--- config.mk ---
export PLATFORM = sky130hd
export DESIGN_NAME = wiring_step_controller
export DESIGN_NICKNAME = d
export VERILOG_FILES = /design/src/rtl/wiring_step_controller.sv
export SDC_FILE = /design/constraint.sdc
export NUM_CORES = 1
export LEC_CHECK = 0
export BUFFER_PORTS_ARGS = -buffer_cell sky130_fd_sc_hd__buf_2
export CORE_ASPECT_RATIO = 2
export CORE_MARGIN = 8
export CORE_UTILIZATION = 59
export CTS_CLUSTER_SIZE = 28
export DETAILED_ROUTE_END_ITERATION = 8
export GPL_TIMING_DRIVEN = 1
export PLACE_DENSITY = 0.8
export SYNTH_ARGS = -nofsm -noshare
export SYNTH_HDL_FRONTEND = slang
export SYNTH_SLANG_ARGS = --single-unit
--- constraint.sdc ---
create_clock -name clk -period 2.6 [get_ports clk]
set_input_delay 0.39 -clock clk [delete_from_list [all_inputs] [get_ports clk]]
set_output_delay 0.39 -clock clk [all_outputs]
set_load 0.02 [all_outputs]
--- src/rtl/wiring_step_controller.sv ---
// wiring_step_controller: turns the free-running wiring netlist into a
// request/response step engine. A request vector is latched, logic_reset is
// pulsed for one cycle, the vector is pulsed into the netlist for one cycle,
// then the controller waits for wiring_running to stay low for SETTLE_CYCLES
// consecutive cycles (or for the MAX_CYCLES budget to run out) and returns
// the sampled outputs.
//
// Handshakes: a transfer happens on a rising clk edge where valid and ready
// are both high. The request side is ready only in IDLE. The response side
// holds rsp_valid and its data stable until rsp_ready is seen.
module wiring_step_controller #(
    parameter int INPUT_WIDTH   = 2,
    parameter int OUTPUT_WIDTH  = 1,
    parameter int SETTLE_CYCLES = 2,
    parameter int MAX_CYCLES    = 1024,
    parameter int CNT_WIDTH     = 16
) (
    input  logic                    clk,
    input  logic                    reset,
    input  logic                    req_valid,
    output logic                    req_ready,
    input  logic [INPUT_WIDTH-1:0]  req_in,
    output logic [INPUT_WIDTH-1:0]  wiring_in,
    output logic                    wiring_logic_reset,
    input  logic                    wiring_running,
    input  logic [OUTPUT_WIDTH-1:0] wiring_out,
    output logic                    rsp_valid,
    input  logic                    rsp_ready,
    output logic [OUTPUT_WIDTH-1:0] rsp_out,
    output logic [CNT_WIDTH-1:0]    rsp_cycles,
    output logic                    rsp_timeout,
    output logic                    busy
);

    typedef enum logic [2:0] {
        S_IDLE  = 3'd0,
        S_CLEAR = 3'd1,
        S_FIRE  = 3'd2,
        S_WAIT  = 3'd3,
        S_RESP  = 3'd4
    } state_t;

    localparam logic [CNT_WIDTH-1:0] SETTLE_C = CNT_WIDTH'(SETTLE_CYCLES);
    localparam logic [CNT_WIDTH-1:0] MAX_C    = CNT_WIDTH'(MAX_CYCLES);

    // state_q is left visible at this level so checkers can bind to it
    state_t                  state_q, state_d;
    logic [INPUT_WIDTH-1:0]  vec_q, vec_d;
    logic [CNT_WIDTH-1:0]    cnt_q, cnt_d;
    logic [CNT_WIDTH-1:0]    quiet_q, quiet_d;
    logic [OUTPUT_WIDTH-1:0] rsp_out_q, rsp_out_d;
    logic [CNT_WIDTH-1:0]    rsp_cycles_q, rsp_cycles_d;
    logic                    rsp_timeout_q, rsp_timeout_d;

    // State and holding registers; reset returns everything to idle/zero
    always_ff @(posedge clk or posedge reset) begin
        if (reset) begin
            state_q       <= S_IDLE;
            vec_q         <= '0;
            cnt_q         <= '0;
            quiet_q       <= '0;
            rsp_out_q     <= '0;
            rsp_cycles_q  <= '0;
            rsp_timeout_q <= 1'b0;
        end else begin
            state_q       <= state_d;
            vec_q         <= vec_d;
            cnt_q         <= cnt_d;
            quiet_q       <= quiet_d;
            rsp_out_q     <= rsp_out_d;
            rsp_cycles_q  <= rsp_cycles_d;
            rsp_timeout_q <= rsp_timeout_d;
        end
    end

    // Next-state logic: sequence CLEAR -> FIRE -> WAIT, settle beats timeout
    always_comb begin
        state_d       = state_q;
        vec_d         = vec_q;
        cnt_d         = cnt_q;
        quiet_d       = quiet_q;
        rsp_out_d     = rsp_out_q;
        rsp_cycles_d  = rsp_cycles_q;
        rsp_timeout_d = rsp_timeout_q;
        case (state_q)
            S_IDLE: begin
                if (req_valid) begin
                    vec_d   = req_in;
                    state_d = S_CLEAR;
                end
            end
            S_CLEAR: begin
                cnt_d   = '0;
                quiet_d = '0;
                state_d = S_FIRE;
            end
            S_FIRE: begin
                state_d = S_WAIT;
            end
            S_WAIT: begin
                // The counters stop advancing once we leave WAIT, so they
                // never exceed MAX_CYCLES / SETTLE_CYCLES and cannot wrap.
                cnt_d   = cnt_q + CNT_WIDTH'(1);
                quiet_d = wiring_running ? '0 : quiet_q + CNT_WIDTH'(1);
                if (quiet_d == SETTLE_C) begin
                    rsp_out_d     = wiring_out;
                    rsp_cycles_d  = cnt_d;
                    rsp_timeout_d = 1'b0;
                    state_d       = S_RESP;
                end else if (cnt_d == MAX_C) begin
                    rsp_out_d     = wiring_out;
                    rsp_cycles_d  = MAX_C;
                    rsp_timeout_d = 1'b1;
                    state_d       = S_RESP;
                end
            end
            S_RESP: begin
                if (rsp_ready) begin
                    state_d = S_IDLE;
                end
            end
            default: begin
                state_d = S_IDLE;
            end
        endcase
    end

    // Moore outputs decoded from the state register and holding registers
    assign req_ready          = (state_q == S_IDLE);
    assign busy               = (state_q != S_IDLE);
    assign wiring_logic_reset = (state_q == S_CLEAR);
    assign wiring_in          = (state_q == S_FIRE) ? vec_q : '0;
    assign rsp_valid          = (state_q == S_RESP);
    assign rsp_out            = rsp_out_q;
    assign rsp_cycles         = rsp_cycles_q;
    assign rsp_timeout        = rsp_timeout_q;

endmodule

-- Word level (Yosys, flattened, before mapping)
Cells that the tools add are included.
- equal/unequal tests: 9
- multiplexer cells: 15
- reduce and logical (&&, ||, !) cells: 7
- $add $sub $neg: 2
- operators by type and width (kind ; count):
    16-bit case mux with 2 select lines ; 2
    16-bit two-way mux ; 3
    16-bit by 1-bit adder with 16-bit output (second input constant) ; 2
    16-bit by 11-bit == test with 1-bit output (second input constant) ; 1
    16-bit by 2-bit == test with 1-bit output (second input constant) ; 1
    3-bit case mux with 5 select lines ; 1
    3-bit two-way mux ; 4
    3-bit by 2-bit == test with 1-bit output (second input constant) ; 2
    1-bit two-way mux ; 4
    2-bit AND reduction ; 2
    2-bit nonzero test ; 2
    3-bit by 1-bit == test with 1-bit output (second input constant) ; 1
    3-bit == test (second input constant) ; 1
    3-bit logical NOT ; 1
    3-bit != test (second input constant) ; 1
    3-bit AND reduction ; 1
    3-bit nonzero test ; 1
    2-bit two-way mux ; 1
    2-bit by 1-bit != test with 1-bit output (second input constant) ; 1
    2-bit != test (second input constant) ; 1
- bits in registers: 55

-- Depth between registers and ports, before layout
- word-level depth: 5
- gate-level depth with buffers: 11
- gate-level depth less buffers: 8

-- Worst setup path after synthesis
Ideal clock, no wire load.
- kind: reg2reg
- start: register quiet_q[0]
- end: register rsp_out_q, in the netlist rsp_out
- path slack: 0.195 ns
- data arrival time: 2.277 ns
- stages on the path, launching flop included: 9
- cells stage by stage: dfrtp_1 -> ha_1 -> nand4_1 -> nor3_4 -> mux2_4 -> a41oi_2 -> nor3b_2 -> o21ai_4 -> mux2_1
- cells in the longest elaborated chain, start to end: 5
- elaborated cells on any way between the ends: 6
- ends and longest elaborated chain (what ; line ; text):
    start, declared ; 50 ; logic [CNT_WIDTH-1:0] quiet_q, quiet_d;
    start signal, assigned ; 69 ; quiet_q <= quiet_d;
    16-bit by 1-bit adder with 16-bit output * ; 104 ; quiet_d = wiring_running ? '0 : quiet_q + CNT_WIDTH'(1);
    16-bit two-way mux * ; 104 ;
    16-bit by 2-bit == test with 1-bit output * ; 105 ; if (quiet_d == SETTLE_C) begin
    2-bit nonzero test (no source line) ; n/a ;
    2-bit AND reduction (no source line) ; n/a ;
    end signal, assigned ; 70 ; rsp_out_q <= rsp_out_d;
    end, declared ; 51 ; logic [OUTPUT_WIDTH-1:0] rsp_out_q, rsp_out_d;
Mark *: on every way between the ends. The rest lies on a longest branch, timed or not.
A chain may end at the register's enable or synchronous reset.

-- Worst setup path in the final report
- start: register quiet_q[0]
- end: register rsp_cycles_q[2], in the netlist rsp_cycles[2]
- cells in the longest elaborated chain, start to end: 5
- elaborated cells on any way between the ends: 6
- ends and longest elaborated chain (what ; line ; text):
    16-bit by 1-bit adder with 16-bit output * ; 104 ;
    16-bit two-way mux * ; 104 ;
    16-bit by 2-bit == test with 1-bit output * ; 105 ;
    2-bit nonzero test (no source line) ; n/a ;
    2-bit AND reduction (no source line) ; n/a ;
    end signal, assigned ; 71 ; rsp_cycles_q <= rsp_cycles_d;
    end, declared ; 52 ; logic [CNT_WIDTH-1:0] rsp_cycles_q, rsp_cycles_d;
Marked as above.

==> results.toml <==
[synthesis]
synthFlopType = "dfrtp_1"
synth_cell_types = 56
synthArstFlopShare = 1.00
syn_avg_cell_area_um2 = 8.80
synth_edf_count = 0
yosysSeqAreaShare = 0.422
synth_area_mm2 = 0.00326
synthCells = 371
ys_warn_count = 0
synth_seq_cells = 55
synth_nets = 381

[pwr]
p_leak_nw = 1.81
p_total_w = 0.00298
irDropWorstVdd_uv = 702
powerDensity_mw_per_mm2 = 795

[route]
drtAntennaViolNets = 0
first_pass_iters = 4
drcViolationCount = 0
wirelength_mm = 8.71
drt-initial-drc-count = 204
wire_per_inst_um = 18.2
vias = 2954
viasPerCell = 6.18

[critical_path]
critPathCaptureType = "flip-flop"
regToRegSetupSlack_ps = 80
crit_type = "reg2reg"
crit_path_start_kind = "flip-flop"
worstPathMaxFanout = 15
required_ps = 2870
cp.arrival_ps = 2790

[layout]
antenna_cells = 0
instances_no_fill = 478
design_area_mm2 = 0.00376
nets = 427
drive_above_1_share = 0.239
syn_to_final_growth_pct = 15.1

[timing]
maxSlewViolCount = 0
skew_ps = 17.6
fin_crit_ps = 2520
setup_violations = 0
fmax_mhz = 397
hold_viol = 0
max_slew_margin = 0.522
post-route-period-util = 0.968
tightest_slew_ps = 716

[die]
io_pins = 32
die-area_mm2 = 0.00831
coreArea_mm2 = 0.00537
start_util = 0.608
die_h_um = 121
rows = 38
die_x_um = 68.6

[clock_network]
root_buffer = "clkbuf_8"
cts_max_level = 2
cts_tree = "done"
clock_latency_ps = 320
clk_path_buf_depth = 2
ctsHoldBuffers = 0
cts_buffers = 5
clk_pin_slew_ps = 110
clkSinkCount = 55

[run]
maxCapViolCount = 0

[placement]
place_congestion = 0.905
place_inst = 469
portBuffers = 31
dpl_cell_area_mm2 = 0.00362
dp_hpwl_mm = 6.25

[grt]
gr-total-overflow = 0
grt_pass1_wl_mm = 14.2
antenna_found_initial = 0
grt_max_degree = 56
first_global_vias = 3066
track_usage = 0.220

[outcome]
outcome = "completed"

[hold_path]
hold_path_class = "in2async"
## timing repair
action | in CTS | in global routing
resized for setup | 0 | 9
setup buffers | 0 | 1
setup endpoints to repair | 0 | 20
hold endpoints to repair | 0 | 0
## cells by family after synthesis
logic type / share of synthesized area
AO/OA/AOI/OAI: 0.169
XOR/XNOR: 0.0644
adder cells (fa/ha/maj): 0.00766
buffers and inverters: 0.0544
flip-flops: 0.422
multiplexers: 0.0368
AND/OR/NAND/NOR: 0.246
## worst paths after layout
check	startpoint	end	cells past startpoint
worst max register to register	quiet_q[0]$_DFFE_PP0P_	rsp_cycles[2]$_DFFE_PP0P_	9
max in group asynchronous	reset	cnt_q[7]$_DFFE_PP0P_	3
worst max-delay path	quiet_q[0]$_DFFE_PP0P_	rsp_cycles[2]$_DFFE_PP0P_	9
worst min-delay path	reset	quiet_q[2]$_DFFE_PP0P_	3
min in group clk	rsp_ready	state_q[2]$_DFFE_PP0P_	2
worst min register to register	rsp_cycles[13]$_DFFE_PP0P_	rsp_cycles[13]$_DFFE_PP0P_	1
## power by group
part           switching (W)  total (W)  internal (W)
logic               0.000771    0.00128      0.000508
clock network       0.000281   0.000470      0.000189
registers           0.000211    0.00124       0.00102
## worst max-delay path, stage by stage (launching register included)
cell and delay [ps]:
dfrtp_1 450, ha_4 210, nand4_1 170, xor2_1 210, nand3_1 130, a311oi_2 310, or4b_1 470, buf_4 210
o21ba_2 240, a21o_1 70
## routing by layer
layer | routed length (um) | vias up | part of all wire | GRT usage
li1 | - | 1382 | - | -
met3 | 342 | 37 | 0.039 | 0.0342
met2 | 4750 | 114 | 0.55 | 0.376
met1 | 3100 | 1421 | 0.36 | 0.230
met5 | 0 | - | 0 | 0
met4 | 512 | 0 | 0.059 | 0.154
## synthesized netlist by cell type, drive strengths merged (2+ instances only)
cell type  instances  area (um^2)
or3                3         23.8
nand3             12         70.1
xor2              11         96.3
a31oi              5         31.3
nand2             58          218
and4               2         17.5
nor4               5         46.3
a21o              15          113
or2                3         18.8
xnor2             13          114
inv                9         33.8
nor2b              4         25.0
and3               6         37.5
dfrtp             55         1380
a311oi             2         17.5
o31ai              8         60.1
nor3              10         61.3
mux2i              6         60.1
nor4bb             2         20.0
ha                 2         25.0
o21ai             37          196
mux2               5         60.1
nand4             13         87.6
nor2              31          119
a21oi             10         50.1
buf               16         97.6
clkbuf            11         42.5
nand2b             2         12.5
## flip-flops by register name, indices dropped and copies added, names as in the netlist
register	flops
cnt_q	16
quiet_q	16
rsp_cycles	16
state_q	3
vec_q	2
rsp_out	1
rsp_timeout	1
## area by class of cell
type,count,area [um^2]
repair buffers,66,430
flip-flops and latches,55,1380
well taps,60,75.1
multi-input cells,279,1750
fillers,394,1620
clock inverters,2,12.5
inverters,10,37.5
clock buffers,6,72.6
## per-stage QoR
| stage | util | worst slack [ps] | TNS [ps] | hold slack, ps |
|---|---|---|---|---|
| after CTS | 0.690 | 21.4 | 0 | 243 |
| after floorplan | - | 195 | 0 | 464 |
| final | 0.699 | 83.9 | 0 | 251 |
| after detailed placement | 0.674 | 61.6 | 0 | 460 |
| after global routing | 0.699 | -43.5 | -94.3 | 279 |
| after global placement | 0.674 | 82.6 | 0 | 455 |
## layout by cell type, fill, tap and decap left out, drive strengths merged, types with 2 or more instances in the layout
cell    instances
buf            66
nand2          58
dfrtp          55
o21ai          37
nor2           31
a21o           15
xnor2          13
nand4          13
nand3          12
xor2           11
a21oi          10
nor3           10
inv             9
o31ai           8
mux2i           6
and3            6
clkbuf          6
a31oi           5
nor4            5
mux2            5
nor2b           4
or2             3
or3             3
and4            2
nand2b          2
nor4bb          2
a311oi          2
clkinv          2
ha              2
Note: power is estimated with default switching activity, not from simulation.
